--- src/rtl/pe_stream_acc.sv ---
// Processing element: selectable operands -> ALU/accumulator -> elastic output FIFO.
// Latency: a fire at cycle t shows on out_data_o at t+1 when the FIFO was empty.
// Backpressure: ready_o drops while the FIFO is full; nothing is lost. Optional macro PE_SAT_EN saturates ADD/SUB/ACC.
module pe_stream_acc #(
    parameter int DATA_W     = 32,
    parameter int N_NEIGH    = 4,
    parameter int RF_DEPTH   = 4,
    parameter int ACC_CNT_W  = 8,
    parameter int FIFO_DEPTH = 2,
    localparam int SEL_W     = $clog2(N_NEIGH + 3),
    localparam int RFI_W     = $clog2(RF_DEPTH)
) (
    input  logic                      clk_i,
    input  logic                      rst_i,
    input  logic                      flush_i,
    input  logic [2:0]                op_i,
    input  logic [SEL_W-1:0]          sel_a_i,
    input  logic [SEL_W-1:0]          sel_b_i,
    input  logic [DATA_W-1:0]         imm_i,
    input  logic [ACC_CNT_W-1:0]      acc_len_i,
    input  logic                      rf_wr_en_i,
    input  logic [RFI_W-1:0]          rf_wr_idx_i,
    input  logic [RFI_W-1:0]          rf_rd_idx_i,
    input  logic [N_NEIGH*DATA_W-1:0] neigh_data_i,
    input  logic [N_NEIGH-1:0]        neigh_valid_i,
    output logic                      ready_o,
    output logic [DATA_W-1:0]         out_data_o,
    output logic                      out_valid_o,
    input  logic                      out_ready_i
);

    localparam int PTR_W = (FIFO_DEPTH > 1) ? $clog2(FIFO_DEPTH) : 1;
    localparam int CNT_W = $clog2(FIFO_DEPTH + 1);

    localparam logic [2:0] OP_NOP    = 3'd0;
    localparam logic [2:0] OP_ADD    = 3'd1;
    localparam logic [2:0] OP_SUB    = 3'd2;
    localparam logic [2:0] OP_MUL    = 3'd3;
    localparam logic [2:0] OP_MAX    = 3'd4;
    localparam logic [2:0] OP_ACC    = 3'd5;
    localparam logic [2:0] OP_ACCMAX = 3'd6;
    localparam logic [2:0] OP_PASS   = 3'd7;

    localparam logic [DATA_W-1:0] SMAX = {1'b0, {(DATA_W-1){1'b1}}};
    localparam logic [DATA_W-1:0] SMIN = {1'b1, {(DATA_W-1){1'b0}}};

    // State
    logic [DATA_W-1:0]    r_self;
    logic [DATA_W-1:0]    r_rf  [RF_DEPTH];
    logic [DATA_W-1:0]    r_acc;
    logic [ACC_CNT_W-1:0] r_cnt;
    logic [DATA_W-1:0]    r_mem [FIFO_DEPTH];
    logic [PTR_W-1:0]     r_wptr;
    logic [PTR_W-1:0]     r_rptr;
    logic [CNT_W-1:0]     r_count;

    // Combinational nets
    logic [DATA_W:0]      w_opa;
    logic [DATA_W:0]      w_opb;
    logic [DATA_W-1:0]    w_a;
    logic [DATA_W-1:0]    w_b;
    logic                 w_a_vld;
    logic                 w_b_vld;
    logic [DATA_W-1:0]    w_rf_rd;
    logic                 w_need_b;
    logic                 w_is_acc;
    logic                 w_full;
    logic                 w_fire;
    logic                 w_push;
    logic                 w_pop;
    logic [DATA_W-1:0]    w_alu;
    logic [DATA_W-1:0]    w_acc_new;
    logic [DATA_W-1:0]    w_result;
    logic [ACC_CNT_W-1:0] w_len_eff;
    logic [ACC_CNT_W:0]   w_cnt_inc;
    logic                 w_acc_done;

    // Add, wrapping or clamped to the signed range
    function automatic logic [DATA_W-1:0] f_add(input logic [DATA_W-1:0] a, input logic [DATA_W-1:0] b);
        logic [DATA_W-1:0] s;
        s = a + b;
`ifdef PE_SAT_EN
        if ((a[DATA_W-1] == b[DATA_W-1]) && (s[DATA_W-1] != a[DATA_W-1]))
            s = a[DATA_W-1] ? SMIN : SMAX;
`endif
        return s;
    endfunction

    // Subtract, wrapping or clamped to the signed range
    function automatic logic [DATA_W-1:0] f_sub(input logic [DATA_W-1:0] a, input logic [DATA_W-1:0] b);
        logic [DATA_W-1:0] s;
        s = a - b;
`ifdef PE_SAT_EN
        if ((a[DATA_W-1] != b[DATA_W-1]) && (s[DATA_W-1] != a[DATA_W-1]))
            s = a[DATA_W-1] ? SMIN : SMAX;
`endif
        return s;
    endfunction

    // Signed maximum
    function automatic logic [DATA_W-1:0] f_max(input logic [DATA_W-1:0] a, input logic [DATA_W-1:0] b);
        return ($signed(a) > $signed(b)) ? a : b;
    endfunction

    // Operand mux: returns {valid, data}; unused codes read as zero and invalid
    function automatic logic [DATA_W:0] f_operand(
        input logic [SEL_W-1:0]          sel,
        input logic [N_NEIGH*DATA_W-1:0] nd,
        input logic [N_NEIGH-1:0]        nv,
        input logic [DATA_W-1:0]         self_v,
        input logic [DATA_W-1:0]         rf_v,
        input logic [DATA_W-1:0]         imm_v
    );
        logic [DATA_W:0] r;
        r = '0;
        for (int i = 0; i < N_NEIGH; i++)
            if (sel == SEL_W'(i)) r = {nv[i], nd[i*DATA_W +: DATA_W]};
        if (sel == SEL_W'(N_NEIGH))     r = {1'b1, self_v};
        if (sel == SEL_W'(N_NEIGH + 1)) r = {1'b1, rf_v};
        if (sel == SEL_W'(N_NEIGH + 2)) r = {1'b1, imm_v};
        return r;
    endfunction

    // RF read returns the pre-write value since the write lands on the clock edge
    assign w_rf_rd = r_rf[rf_rd_idx_i];

    assign w_opa   = f_operand(sel_a_i, neigh_data_i, neigh_valid_i, r_self, w_rf_rd, imm_i);
    assign w_opb   = f_operand(sel_b_i, neigh_data_i, neigh_valid_i, r_self, w_rf_rd, imm_i);
    assign w_a     = w_opa[DATA_W-1:0];
    assign w_a_vld = w_opa[DATA_W];
    assign w_b     = w_opb[DATA_W-1:0];
    assign w_b_vld = w_opb[DATA_W];

    assign w_need_b = (op_i == OP_ADD) || (op_i == OP_SUB) || (op_i == OP_MUL) || (op_i == OP_MAX);
    assign w_is_acc = (op_i == OP_ACC) || (op_i == OP_ACCMAX);
    assign w_full   = (r_count == CNT_W'(FIFO_DEPTH));
    assign w_fire   = (op_i != OP_NOP) && w_a_vld && (!w_need_b || w_b_vld)
                      && !w_full && !flush_i && !rst_i;
    assign ready_o  = w_fire;

    // Single-cycle ALU for the non-accumulating ops
    always_comb begin
        w_alu = w_a;
        case (op_i)
            OP_ADD:  w_alu = f_add(w_a, w_b);
            OP_SUB:  w_alu = f_sub(w_a, w_b);
            OP_MUL:  w_alu = w_a * w_b;
            OP_MAX:  w_alu = f_max(w_a, w_b);
            OP_PASS: w_alu = w_a;
            default: w_alu = w_a;
        endcase
    end

    // Accumulation step: first element of a run loads, later ones combine
    assign w_len_eff  = (acc_len_i == '0) ? ACC_CNT_W'(1) : acc_len_i;
    assign w_cnt_inc  = {1'b0, r_cnt} + 1'b1;
    assign w_acc_done = (w_cnt_inc >= {1'b0, w_len_eff});
    assign w_acc_new  = (r_cnt == '0) ? w_a :
                        (op_i == OP_ACC) ? f_add(r_acc, w_a) : f_max(r_acc, w_a);

    assign w_result = w_is_acc ? w_acc_new : w_alu;
    assign w_push   = w_fire && (!w_is_acc || w_acc_done);
    assign w_pop    = out_valid_o && out_ready_i;

    // Accumulator and run counter; cleared on completion, flush or reset
    always_ff @(posedge clk_i) begin
        if (rst_i || flush_i) begin
            r_acc <= '0;
            r_cnt <= '0;
        end else if (w_fire && w_is_acc) begin
            if (w_acc_done) begin
                r_acc <= '0;
                r_cnt <= '0;
            end else begin
                r_acc <= w_acc_new;
                r_cnt <= w_cnt_inc[ACC_CNT_W-1:0];
            end
        end
    end

    // SELF and RF capture every pushed result; flush leaves them intact
    always_ff @(posedge clk_i) begin
        if (rst_i) begin
            r_self <= '0;
            for (int i = 0; i < RF_DEPTH; i++) r_rf[i] <= '0;
        end else if (w_push) begin
            r_self <= w_result;
            if (rf_wr_en_i) r_rf[rf_wr_idx_i] <= w_result;
        end
    end

    // Output ring buffer; flush empties it ahead of any push or pop
    always_ff @(posedge clk_i) begin
        if (rst_i || flush_i) begin
            r_wptr  <= '0;
            r_rptr  <= '0;
            r_count <= '0;
            if (rst_i)
                for (int i = 0; i < FIFO_DEPTH; i++) r_mem[i] <= '0;
        end else begin
            if (w_push) begin
                r_mem[r_wptr] <= w_result;
                r_wptr <= (r_wptr == PTR_W'(FIFO_DEPTH - 1)) ? '0 : r_wptr + 1'b1;
            end
            if (w_pop)
                r_rptr <= (r_rptr == PTR_W'(FIFO_DEPTH - 1)) ? '0 : r_rptr + 1'b1;
            if (w_push && !w_pop)
                r_count <= r_count + 1'b1;
            else if (!w_push && w_pop)
                r_count <= r_count - 1'b1;
        end
    end

    assign out_valid_o = (r_count != '0);
    assign out_data_o  = out_valid_o ? r_mem[r_rptr] : '0;

endmodule
--- config.mk ---
export PLATFORM = sky130hd
export DESIGN_NAME = pe_stream_acc
export DESIGN_NICKNAME = d
export VERILOG_FILES = /design/src/rtl/pe_stream_acc.sv
export SDC_FILE = /design/constraint.sdc
export NUM_CORES = 2
export LEC_CHECK = 0
export CAP_MARGIN = 30
export CORE_UTILIZATION = 55
export DETAILED_ROUTE_END_ITERATION = 7
export PLACE_DENSITY = 0.74
export SLEW_MARGIN = 20
export SYNTH_ARGS = -nofsm -noshare
export SYNTH_HDL_FRONTEND = slang
export SYNTH_SLANG_ARGS = --single-unit
--- constraint.sdc ---
create_clock -name clk_i -period 24.3 [get_ports clk_i]
set_input_delay 4.86 -clock clk_i [delete_from_list [all_inputs] [get_ports clk_i]]
set_output_delay 4.86 -clock clk_i [all_outputs]
set_load 0.03 [all_outputs]
==> summary.md <==
| Metric | Value |
|---|---|
| Outcome | finished, final reports clean |
| Most Frequent Cell on Critical Path | fa_1 |
| Hold buffer count at CTS | 0 |
| Effective utilization at floorplan | 0.559 |
| Chip width | 267 µm |
| CTS sink cnt | 269 |
| Share of cells above drive strength 1 | 0.0781 |
| Initial antenna violation count | 8 |
| Final Critical Period | 16.34 ns |
| Share of the synthesized area in compound gates (AO/OA/AOI/OAI) | 0.159 |
| Sequential fraction of the synthesis area | 0.189 |
| Total of flip-flops plus latches after synthesis | 269 |
| RSZ-0062 raised after global routing | no |
| Number of enable-type register cells in the synthesized netlist | 192 |
| Most frequent standard cell in the layout excluding fill and tap cells | nor2_1 |
| Max-Cap Viols | 0 |
| Number of different library cells in the post-synthesis netlist | 108 |
| DRT Wirelength | 166,000 µm |
| Post-CTS Repair Setup Buffers | 0 |
| Syn Std Cell Area | 38,600 µm² |
| Vias per std cell | 6.60 |
| Length of routed met3 wiring | 25,000 µm |
| Async SR Flop Fraction | 0 |
| Number of endpoints failing setup at the final stage | 0 |
| First-pass GRT wire length | 238,000 µm |
| Die outline area | 71,300 µm² |
| Mapped Cells | 4,452 |
| Mean instance size in the synthesized netlist | 8.67 µm² |
| Number of pins exceeding their max-slew limit in the final report | 0 |
| HPWL after detailed placement | 124,000 µm |
| Total buffers and inverters traversed by the critical path | 8 |
| Number of global-route vias before repair | 35,212 |
| Share of synthesized cell area in and, or, nand and nor gates | 0.158 |
| Synthesized-area fraction occupied by xor and xnor cells | 0.0303 |
| Die outline height | 267 µm |
| Number of remaining DRC errors | 0 |
| Ys Warns | 0 |
| Arrival time worst endpoint | 16.64 ns |
| Clock buffer count from CTS | 26 |
| Critical path's largest stage delay | 0.79 ns |
| Cell at the slowest stage of the critical path | clkinv_1 |
| Routed length on met2 | 68,500 µm |
| Transition at the pin with the smallest max-transition slack | 1.30 ns |
| Worst slew margin relative to its limit | 0.136 |
| Number of gates given a new drive strength after cts | 0 |
| Remaining number of nets flagged by the antenna check after routing | 0 |
| Most used cells in the layout excluding fill and tap cells | nor2_1 (810), inv_1 (532), fa_1 (411) |
| Placeable core region | 69,100 µm² |
| Family with the most delay on the worst path | adder cells |
| Most frequently used flop master after synthesis | edfxtp_1 |
| TritonCTS clock tree | built |
| Via Count | 36,406 |
| Top Layer Used | met5 |
| Number of buffers on the longest clock path | 3 |
| Detailed router's first-iteration violation count | 5,220 |
| Dominant combinational cell family by area after synthesis | adder cells |
| Quantity of I/O buffers inserted on ports | 223 |
| Req. time, crit path | 24.60 ns |
| # nets final | 5,424 |
| IO Pins | 224 |
| Kind of end point of the critical path | flop |
| RePlAce Congestion | 1.09 |
| Synth Area in Adders | 0.298 |
| Number of core rows | 96 |
| Final Hold Viols | 0 |
| Source-to-sink clock delay at the later pin of the worst-skew pair | 0.58 ns |
| Number of fill cells in the layout | 6,033 |
| Category of the worst setup path launch point | primary input |
| Multiplexer fraction of the synthesized cell area | 0.0796 |
| Hold Crit Class | flop to flop |
| Nets in the synthesized netlist | 5,314 |
| Root buffer selected by CTS | clkbuf_16 |
| Pre-Repair DR Iteration Count | 8 |
| Maximum level of the CTS H-tree | 1 |
| Post-detailed-route wirelength per cell | 30.0 µm |
| Critical-path maximum fanout | 47 |
| Met1 Routed Length | 62,400 µm |
| Clock-pin slew reported for the worst setup and hold paths after clock tree synthesis | 0.07 ns |
| Area Growth Syn to Fin | 11.1% |
| Leftover overflow at the end of global routing | 0 |
| Pin count of the biggest net entering global routing | 52 |
| Fmax | 0.0612 GHz |
| Worst setup skew after layout | 0.0324 ns |
| Final sum of negative setup slack | 0 ns |
| Final critical-path share of the clock period | 0.673 |
| Classification of the worst setup path | primary input to flop |
| Total routing usage reported by global routing | 0.463 |
## per-layer routing
metal	GRT usage	vias to the layer above
li1	-	15332
met1	0.616	17781
met2	0.667	2757
met3	0.162	530
met4	0.227	6
met5	0	-
## flip-flops by register name, indices dropped and copies added (netlist names), named ones only
signal	flops
r_count	2
r_rptr	1
r_mem	64
r_self	32
r_rf	128
r_acc	32
r_cnt	8
r_wptr	1
## worst reg2reg max path, delay by kind of cell (launching register included)
kind | cells | cell delay (ns)
AOI/OAI and AO/OA | 8 | 2.49
buffers and inverters | 7 | 1.25
adders and majority gates | 10 | 4.30
xor gates and xnor gates | 1 | 0.40
and+or+nand+nor | 4 | 1.27
DFF | 1 | 0.36
muxes | 2 | 0.50
## final timing paths
path / start / end / slack, ns / cells past startpoint
setup / recovery: sel_a_i[0] / r_rf[1][27]$_SDFFCE_PN0P_ / 7.96 / 32
hold / removal: r_wptr$_SDFFE_PN0P_ / r_wptr$_SDFFE_PN0P_ / 0.48 / 2
setup reg to reg: r_rf[1][4]$_SDFFCE_PN0P_ / r_mem[1][30]$_SDFFCE_PN0P_ / 13.48 / 32
hold reg to reg: r_wptr$_SDFFE_PN0P_ / r_wptr$_SDFFE_PN0P_ / 0.48 / 2
## metrics by stage
step | setup WS, ns | cell area [µm²] | util | hold slack, ns | cells
6_report | 7.96 | 42900 | 0.621 | 0.479 | 5516
3_5_place_dp | 7.68 | 41900 | 0.607 | 0.465 | 5459
3_3_place_gp | 7.84 | 41800 | 0.606 | 0.451 | 5454
2_1_floorplan | 10.50 | 38600 | - | 0.444 | 4452
4_1_cts | 8.24 | 42800 | 0.620 | 0.473 | 5507
5_1_grt | 7.70 | 42900 | 0.621 | 0.509 | 5513
## synthesized netlist by cell type, types with 15 or more instances
cell type,number,area share
or2_2,19,0.0031
ha_1,261,0.085
o21a_1,36,0.0070
nand2b_1,28,0.0045
a21oi_1,219,0.028
o21bai_1,25,0.0049
o22ai_1,65,0.011
mux2i_1,139,0.036
a211oi_1,33,0.0064
dfxtp_1,77,0.040
nor2_1,815,0.079
nor2b_1,20,0.0032
inv_1,532,0.052
a22oi_1,42,0.0082
a31oi_1,30,0.0049
mux2_2,24,0.0070
buf_4,17,0.0033
mux4_2,58,0.034
xnor2_1,69,0.016
buf_2,34,0.0044
o211ai_1,23,0.0045
and2_1,15,0.0024
fa_1,411,0.21
nand3_1,49,0.0064
o31ai_1,18,0.0035
buf_1,18,0.0017
xor2_1,36,0.0082
a21o_1,53,0.010
o221ai_1,17,0.0039
a221oi_1,23,0.0052
clkbuf_1,202,0.020
nand2_1,323,0.031
o21ai_0,138,0.018
nor3_1,54,0.0070
nor4_1,20,0.0032
edfxtp_1,192,0.15
clkinv_1,16,0.0016
## cell type report
type                            count  area [µm²]  area share
Multi-Input combinational cell   3348       28100       0.655
Clock inverter                     15         229     0.00534
Inverter                          555        2080      0.0486
Antenna cell                        3        7.51    0.000175
Tap cell                          931        1160      0.0272
Timing Repair Buffer              362        3310      0.0771
Clock buffer                       33         687      0.0160
Sequential cell                   269        7310       0.170
## cells by family (layout without fill, tap and decap cells)
| logic type | Yosys count | count (layout) |
|---|---|---|
| AOI/OAI and AO/OA | 899 | 899 |
| other | 0 | 3 |
| adders and majority gates | 673 | 673 |
| and+or+nand+nor | 1434 | 1434 |
| xor gates and xnor gates | 116 | 116 |
| buffers and inverters | 835 | 965 |
| muxes | 226 | 226 |
| DFF | 269 | 269 |
Power is not shown: default switching activity piles up to over one toggle a cycle in this logic, so the estimate is an artifact.
